--- config.mk ---
export PLATFORM = sky130hd
export DESIGN_NAME = fp_add_normalize
export DESIGN_NICKNAME = d
export VERILOG_FILES = /design/src/rtl/fp_add_normalize.sv
export SDC_FILE = /design/constraint.sdc
export NUM_CORES = 1
export LEC_CHECK = 0
export CAP_MARGIN = 0
export CORE_AREA = 5 5 117 229
export DETAILED_ROUTE_END_ITERATION = 7
export DIE_AREA = 0 0 122 234
export HOLD_SLACK_MARGIN = 0.03
export MAX_ROUTING_LAYER = met4
export PLACE_DENSITY = 0.66
export SLEW_MARGIN = 25
export SYNTH_ARGS = -nofsm -noshare
export SYNTH_HDL_FRONTEND = slang
export SYNTH_SLANG_ARGS = --single-unit
--- constraint.sdc ---
create_clock -name clk -period 9.71 [get_ports clk]
set_input_delay 1.942 -clock clk [delete_from_list [all_inputs] [get_ports clk]]
set_output_delay 1.942 -clock clk [all_outputs]
set_load 0.01 [all_outputs]
--- src/rtl/fp_add_normalize.sv ---
// ---------------------------------------------------------------------------
// fp_add_normalize
//
// Add/subtract-and-normalize stage of a floating-point adder. Takes two
// mantissas already aligned to a common exponent, forms the signed sum,
// normalizes it one bit per cycle and hands the result to the rounding stage.
//
// Mantissa layout (MW = 26): [25] hidden, [24:2] fraction, [1] guard,
// [0] round/sticky. The internal sum is one bit wider to hold the carry.
//
// Ports
//   clk, rst_n                 clock, asynchronous active-low reset
//   in_valid / in_ready        operand-set handshake
//   signA, signB               operand signs
//   exponentIn                 common exponent from the alignment stage
//   alignedMantissaA/B         aligned mantissas
//   out_valid / out_ready      result handshake
//   out_sign, out_exponent,
//   out_mantissa               registered result (same layout as inputs)
//
// Handshake: a transfer happens on a rising edge where valid and ready are
// both 1. in_ready is 1 only in IDLE, so one operand set is in flight at a
// time. out_valid is 1 only in DONE, where the result is held stable until
// out_ready is seen; the stage then returns to IDLE on that edge.
//
// Special operands: when exponentIn is all ones, an operand whose hidden bit
// is clear is taken to carry the all-ones exponent field (infinity or NaN);
// an operand with the hidden bit set is a finite value aligned to it.
// ---------------------------------------------------------------------------
module fp_add_normalize #(
  parameter int MW = 26,
  parameter int EW = 8
) (
  input  logic          clk,
  input  logic          rst_n,
  input  logic          in_valid,
  output logic          in_ready,
  input  logic          signA,
  input  logic          signB,
  input  logic [EW-1:0] exponentIn,
  input  logic [MW-1:0] alignedMantissaA,
  input  logic [MW-1:0] alignedMantissaB,
  output logic          out_valid,
  input  logic          out_ready,
  output logic          out_sign,
  output logic [EW-1:0] out_exponent,
  output logic [MW-1:0] out_mantissa
);

  typedef enum logic [1:0] {
    IDLE = 2'd0,
    ADD  = 2'd1,
    NORM = 2'd2,
    DONE = 2'd3
  } state_t;

  localparam logic [EW-1:0] EXP_MAX     = '1;
  localparam logic [EW-1:0] EXP_ONE     = EW'(1);
  localparam logic [EW-1:0] EXP_PRE_MAX = EXP_MAX - EXP_ONE;
  localparam logic [MW-1:0] HIDDEN      = MW'(1) << (MW - 1);
  localparam logic [MW-1:0] QNAN        = MW'(1) << (MW - 2);

  state_t        state_q, state_d;

  // Captured operand set
  logic          sign_a_q, sign_a_d;
  logic          sign_b_q, sign_b_d;
  logic [EW-1:0] exp_in_q, exp_in_d;
  logic [MW-1:0] mant_a_q, mant_a_d;
  logic [MW-1:0] mant_b_q, mant_b_d;

  // Working sum, exponent and sign during normalization
  logic [MW:0]   sum_q, sum_d;
  logic [EW-1:0] exp_q, exp_d;
  logic          sign_q, sign_d;

  // Registered result
  logic          out_sign_q, out_sign_d;
  logic [EW-1:0] out_exp_q, out_exp_d;
  logic [MW-1:0] out_mant_q, out_mant_d;

  // Combinational helpers for the ADD state
  logic [MW:0]   add_sum;
  logic          add_sign;
  logic [EW-1:0] add_exp;
  logic          a_special, b_special;
  logic          a_frac_zero, b_frac_zero;

  always_comb begin
    add_sum     = '0;
    add_sign    = 1'b0;
    add_exp     = (exp_in_q == '0) ? EXP_ONE : exp_in_q;
    a_special   = ~mant_a_q[MW-1];
    b_special   = ~mant_b_q[MW-1];
    a_frac_zero = (mant_a_q[MW-2:0] == '0);
    b_frac_zero = (mant_b_q[MW-2:0] == '0);

    // Sign-magnitude add: for unlike signs subtract the smaller magnitude
    // from the larger so the sum is never negative.
    if (sign_a_q == sign_b_q) begin
      add_sum  = {1'b0, mant_a_q} + {1'b0, mant_b_q};
      add_sign = sign_a_q;
    end else if (mant_a_q >= mant_b_q) begin
      add_sum  = {1'b0, mant_a_q} - {1'b0, mant_b_q};
      add_sign = sign_a_q;
    end else begin
      add_sum  = {1'b0, mant_b_q} - {1'b0, mant_a_q};
      add_sign = sign_b_q;
    end
  end

  always_comb begin
    state_d    = state_q;
    sign_a_d   = sign_a_q;
    sign_b_d   = sign_b_q;
    exp_in_d   = exp_in_q;
    mant_a_d   = mant_a_q;
    mant_b_d   = mant_b_q;
    sum_d      = sum_q;
    exp_d      = exp_q;
    sign_d     = sign_q;
    out_sign_d = out_sign_q;
    out_exp_d  = out_exp_q;
    out_mant_d = out_mant_q;

    unique case (state_q)
      IDLE: begin
        if (in_valid) begin
          sign_a_d = signA;
          sign_b_d = signB;
          exp_in_d = exponentIn;
          mant_a_d = alignedMantissaA;
          mant_b_d = alignedMantissaB;
          state_d  = ADD;
        end
      end

      ADD: begin
        if (exp_in_q == EXP_MAX) begin
          out_exp_d = EXP_MAX;
          if (a_frac_zero && b_frac_zero && (sign_a_q != sign_b_q) &&
              a_special && b_special) begin
            // +inf + -inf
            out_mant_d = QNAN;
            out_sign_d = 1'b0;
          end else begin
            out_mant_d = (mant_a_q | mant_b_q) & ~HIDDEN;
            out_sign_d = (b_special && !a_special) ? sign_b_q : sign_a_q;
          end
          state_d = DONE;
        end else if (add_sum == '0) begin
          // Exact cancellation yields +0
          out_sign_d = 1'b0;
          out_exp_d  = '0;
          out_mant_d = '0;
          state_d    = DONE;
        end else begin
          sum_d   = add_sum;
          exp_d   = add_exp;
          sign_d  = add_sign;
          state_d = NORM;
        end
      end

      NORM: begin
        if (sum_q[MW]) begin
          if (exp_q == EXP_PRE_MAX) begin
            // Carry-out would push the exponent to all ones: infinity
            out_sign_d = sign_q;
            out_exp_d  = EXP_MAX;
            out_mant_d = '0;
            state_d    = DONE;
          end else begin
            // Keep the dropped bit alive in the sticky position
            sum_d = {1'b0, sum_q[MW:2], sum_q[1] | sum_q[0]};
            exp_d = exp_q + EXP_ONE;
          end
        end else if (!sum_q[MW-1] && (exp_q > EXP_ONE)) begin
          sum_d = {sum_q[MW-1:0], 1'b0};
          exp_d = exp_q - EXP_ONE;
        end else begin
          // A clear hidden bit here means the result stayed subnormal
          out_sign_d = sign_q;
          out_exp_d  = sum_q[MW-1] ? exp_q : '0;
          out_mant_d = sum_q[MW-1:0];
          state_d    = DONE;
        end
      end

      DONE: begin
        if (out_ready) begin
          state_d = IDLE;
        end
      end

      default: state_d = IDLE;
    endcase
  end

  always_ff @(posedge clk or negedge rst_n) begin
    if (!rst_n) begin
      state_q    <= IDLE;
      sign_a_q   <= 1'b0;
      sign_b_q   <= 1'b0;
      exp_in_q   <= '0;
      mant_a_q   <= '0;
      mant_b_q   <= '0;
      sum_q      <= '0;
      exp_q      <= '0;
      sign_q     <= 1'b0;
      out_sign_q <= 1'b0;
      out_exp_q  <= '0;
      out_mant_q <= '0;
    end else begin
      state_q    <= state_d;
      sign_a_q   <= sign_a_d;
      sign_b_q   <= sign_b_d;
      exp_in_q   <= exp_in_d;
      mant_a_q   <= mant_a_d;
      mant_b_q   <= mant_b_d;
      sum_q      <= sum_d;
      exp_q      <= exp_d;
      sign_q     <= sign_d;
      out_sign_q <= out_sign_d;
      out_exp_q  <= out_exp_d;
      out_mant_q <= out_mant_d;
    end
  end

  assign in_ready     = (state_q == IDLE);
  assign out_valid    = (state_q == DONE);
  assign out_sign     = out_sign_q;
  assign out_exponent = out_exp_q;
  assign out_mantissa = out_mant_q;

endmodule

# Word level (Yosys, flattened, before mapping)

Cells that the tools add are included.
Widths: inputs -> output; s select.

Flip-flop bits (word level): 135
Bits of input ports: 66
Output and inout port bits: 37
Logic and storage cells: 108

Reductions and logical operators: 19
Multiplexer cells: 47
Bitwise logic cells: 6
Eq/ne operators: 16
$lt $le $gt $ge: 2
Add/subtract/negate cells: 5

Operators by type and width:

| cell                | count |
|---|---|
| $mux 27             | 7 |
| $mux 26             | 5 |
| $mux 8              | 12 |
| $pmux 27 s2         | 1 |
| $sub 26x26->27      | 2 |
| $pmux 26 s2         | 1 |
| $logic_not 25->1    | 2 |
| $pmux 8 s2          | 2 |
| $add 26x26->27      | 1 |
| $logic_not 27->1    | 1 |
| $ge 26x26->1        | 1 |
| $mux 25             | 1 |
| $or 25x25->25       | 1 |
| $eq 8x8->1 const B  | 2 |
| $ne 3x3->1 const B  | 5 |
| $mux 1              | 11 |
| $mux 2              | 5 |
| $add 8x1->8 const B | 1 |
| $gt 8x1->1 const B  | 1 |
| $logic_not 8->1     | 1 |
| $pmux 2 s4          | 1 |
| $reduce_and 4->1    | 2 |
| $sub 8x1->8 const B | 1 |
| $logic_and 1x1->1   | 6 |
| other kinds (15)    | 22 |

# Depth between registers and ports, before layout

Depth after elaboration: 8
Depth in mapped cells: 19
Depth with buffers taken out: 15

# Worst setup path after synthesis

Ideal clock, no wire load.

Path type: flip-flop to flip-flop
From: reg mant_a_q[18]
To: reg out_mant_q[10] (netlist: out_mantissa[10])
Clock period less this slack: 4,482 ps
Buffers on the path: 2
Stages on the path, launching flop included: 17
Setup slack: 5,228 ps
Arrival: 4,357 ps
Data required time: 9,585 ps
Setup time: 125 ps
Path through: dfrtp_1 inv_1 ha_1 buf_6 nor4_4 nand2_1 or3_1 a21oi_4 nor4_1 or4_4 a2111oi_2 nand4bb_1 nor4b_2 a31oi_2 a21oi_4 buf_12 mux2_4

Word-level cells in the longest chain between the ends: 8
Elaborated cells between the ends (all ways): 17
Those cells by class: 3 x add/sub; 1 x order compare; 1 x eq/ne; 5 x mux; 7 x reduce/logical

RTL lines:

| item                                                   | line | RTL |
|---|---|---|
| from (decl)                                            | 69   | `logic [MW-1:0] mant_a_q, mant_a_d;` |
| from (signal assigned)                                 | 219  | `mant_a_q <= mant_a_d;` |
| branches (longest 8 deep; another with $sub 26x26->27) | n/a  |  |
| to (signal assigned)                                   | 226  | `out_mant_q <= out_mant_d;` |
| to (decl)                                              | 80   | `logic [MW-1:0] out_mant_q, out_mant_d;` |

Several ways; the timed one is not identified.
A chain may end at the register's enable or synchronous reset.

# Worst setup path in the final report

From: reg mant_a_q[1]
To: reg out_mant_q[2] (netlist: out_mantissa[2])

Same word-level chain as after synthesis.

==> summary.md <==
| Metric | Value |
|---|---|
| Most common cell after layout, fill and taps aside | `dfrtp_1` |
| IO Port Bufs | `102` |
| # DRC | `0` |
| Placer Congestion | `1.03` |
| Total gr overflow | `0` |
| Hpwl dp | `39.7 mm` |
| Drt wl/cell | `27.9 um` |
| Gr usage total | `0.361` |
| Final Max Slew Viols | `0` |
| Die Width | `122 um` |
| CP Data Arrival Time | `7030 ps` |
| Initial antenna violation count | `1` |
| Crit-path max FO | `35` |
| Tmin final | `6690 ps` |
| Synthesized area | `0.0122 sq mm` |
| H-Tree Depth | `4` |
| Top-level port count | `103` |
| Kind of critical path | `flop to flop` |
| Crit path largest cell delay | `840 ps` |
| Buf/Inv on CP | `2` |
| CP delay by family, top | `simple AND/OR/NAND/NOR gates` |
| Crit. End Element | `flop` |
| Required time of the critical path | `10040 ps` |
| Initial DRC Count | `1174` |
| Dominant synthesized flop cell | `dfrtp_1` |
| Asr flop ratio synth | `1.00` |
| TritonCTS clock tree | `built` |
| Clk_skew | `8.90 ps` |
| Final Hold Vio Count | `0` |
| Synth warn | `0` |
| Maxcap violations | `0` |
| First-pass GRT wire length | `73.3 mm` |
| Clk sink count | `135` |
| Vias/cell | `6.57` |
| Status | `finished clean` |
| Final Net Count | `1611` |
| Sequential area share after synthesis | `0.277` |
| Max Clock Freq | `149 MHz` |
| Layout cells sized above 1 | `0.132` |
| Height of the chip | `234 um` |
| Number of global-route vias before repair | `11700` |
| # hold bufs at CTS | `0` |
| Avg Cell Area, Syn | `8.85 sq um` |
| CTS buffer count | `17` |
| Area Overhead vs Synth | `14.6%` |
| Synth cell types | `91` |
| Detailed-route via count | `11700` |
| Setup TNS | `0 ps` |
| Clock latency on the worst-skew pair | `450 ps` |
| Post-CTS setup buffers | `0` |
| Relative slew slack | `0.293` |
| CTS Root Cell | `clkbuf_16` |
| RSZ-0062 raised after global routing | `no` |
| Core ar. | `0.0249 sq mm` |
| Most frequent cells in the layout | `dfrtp_1, ha_1, inv_1, a21oi_1, clkdlybuf4s50_1` |
| Period utilization | `0.689` |
| Routed Antenna Nets | `0` |
| FP Rows | `82` |
| First-pass detailed-route iteration total | `6` |
| Pin count of the biggest net entering global routing | `69` |
| Crit-path slowest cell | `or2_0` |
| Hold Crit Class | `flop to flop` |
| Starting Density | `0.489` |
| CTS Buffer Depth | `2` |
| Die ar. | `0.0285 sq mm` |
| Cells after synthesis | `1377` |
| Worst slew pin tran | `1060 ps` |
| Synthesized flop and latch total | `135` |
| Resized Gates After CTS | `0` |
| Endpoints failing setup | `0` |
| Post-Route WL | `49.7 mm` |
| Net Count, Synth | `1557` |
| Clock Pin Slew Worst Setup and Hold Paths | `60 ps` |
| CP Cell Sequence | `inv_1 -> ha_1 -> nor4b_1 -> nand3_1 -> nor4_2 -> or2_0 -> nor4_1 -> or4_4 -> a2111oi_2 -> nand4bb_1 -> nor4b_2 -> a31oi_2 -> a21oi_4 -> buf_4 -> mux2_2` |
| EDFF count, synth | `0` |
| Startpoint types | `flop` |
## state kept, by name, indices dropped and copies added, names as in the netlist
signal,cells
sign_q,1
out_mantissa,26
out_exponent,8
out_sign,1
sign_b_q,1
mant_a_q,26
sum_q,27
exp_q,8
mant_b_q,26
sign_a_q,1
exp_in_q,8
state_q,2
## worst register-to-register path, stage by stage (launching register included)
cell       delay, ps
dfrtp_1          750
inv_1            230
ha_1             420
nor4b_1          520
nand3_1          240
nor4_2           330
or2_0            840
nor4_1           200
or4_4            540
a2111oi_2        370
nand4bb_1        240
nor4b_2          430
a31oi_2          290
a21oi_4          210
buf_4            550
mux2_2           440
## synthesized netlist by cell type (16+ instances only)
library cell | n | area share
nor3_1 | 30 | 0.012
mux2i_1 | 20 | 0.016
inv_1 | 101 | 0.031
nand4_1 | 21 | 0.011
o211ai_1 | 19 | 0.012
o21bai_1 | 18 | 0.011
a31oi_1 | 16 | 0.0082
clkbuf_1 | 48 | 0.015
ha_1 | 111 | 0.11
a21oi_1 | 101 | 0.041
mux2_2 | 80 | 0.074
mux2_4 | 29 | 0.036
nand2_1 | 89 | 0.027
o21ai_0 | 79 | 0.032
a211oi_1 | 18 | 0.011
nor2_1 | 86 | 0.026
a22oi_1 | 18 | 0.011
nor4_1 | 37 | 0.019
dfrtp_1 | 135 | 0.28
o31ai_1 | 24 | 0.015
nand3_1 | 34 | 0.014
## cell families (layout without fill, tap and decap cells)
kind of cell	after synthesis	count (layout)	synth area share
DFF	135	135	0.277
AOI/OAI and AO/OA	414	414	0.233
muxes	136	136	0.133
and+or+nand+nor	377	377	0.161
buffers and inverters	186	253	0.0665
xor gates and xnor gates	15	15	0.0108
adders and majority gates	114	114	0.119
other	0	1	0
## stage by stage
step           setup slack, ps  hold WS [ps]  utilization  std cells  cell area [sq um]
3_5_place_dp              3160           498        0.536       1748              13400
5_1_grt                   2710           529        0.560       1781              14000
6_report                  3020           513        0.560       1781              14000
3_3_place_gp              2770           496        0.536       1746              13400
4_1_cts                   3140           515        0.560       1780              14000
2_1_floorplan             5230           503            -       1377              12200
## metal layers
metal,share of wire,track usage,vias up
met3,0.051,0.0536,214
met4,0.11,0.301,0
met2,0.51,0.619,570
met5,0,-,-
li1,-,-,5228
met1,0.33,0.353,5698
## path summary, 6_finish.rpt
kind / slack [ps] / start / to / cells past startpoint
max: 3020 / mant_a_q[1]$_DFFE_PN0P_ / out_mantissa[2]$_DFFE_PN0P_ / 15
min: 510 / out_exponent[0]$_DFFE_PN0P_ / out_exponent[0]$_DFFE_PN0P_ / 1
max reg2reg: 3020 / mant_a_q[1]$_DFFE_PN0P_ / out_mantissa[2]$_DFFE_PN0P_ / 15
min reg2reg: 510 / out_exponent[0]$_DFFE_PN0P_ / out_exponent[0]$_DFFE_PN0P_ / 1
max in group asynchronous: 6830 / rst_n / mant_a_q[18]$_DFFE_PN0P_ / 2
min in group asynchronous: 1480 / rst_n / out_mantissa[3]$_DFFE_PN0P_ / 1
## cell type report
cell class	count	area [sq um]
clock inverter	13	146
clock buffer	19	433
multi-input combinational	1056	8060
timing repair buffer	116	1130
inverter	105	394
sequential	135	3380
fill	2351	11000
tap	336	420
antenna	1	2.50
Power is not shown: default switching activity piles up to over one toggle a cycle in this logic, so the estimate is an artifact.
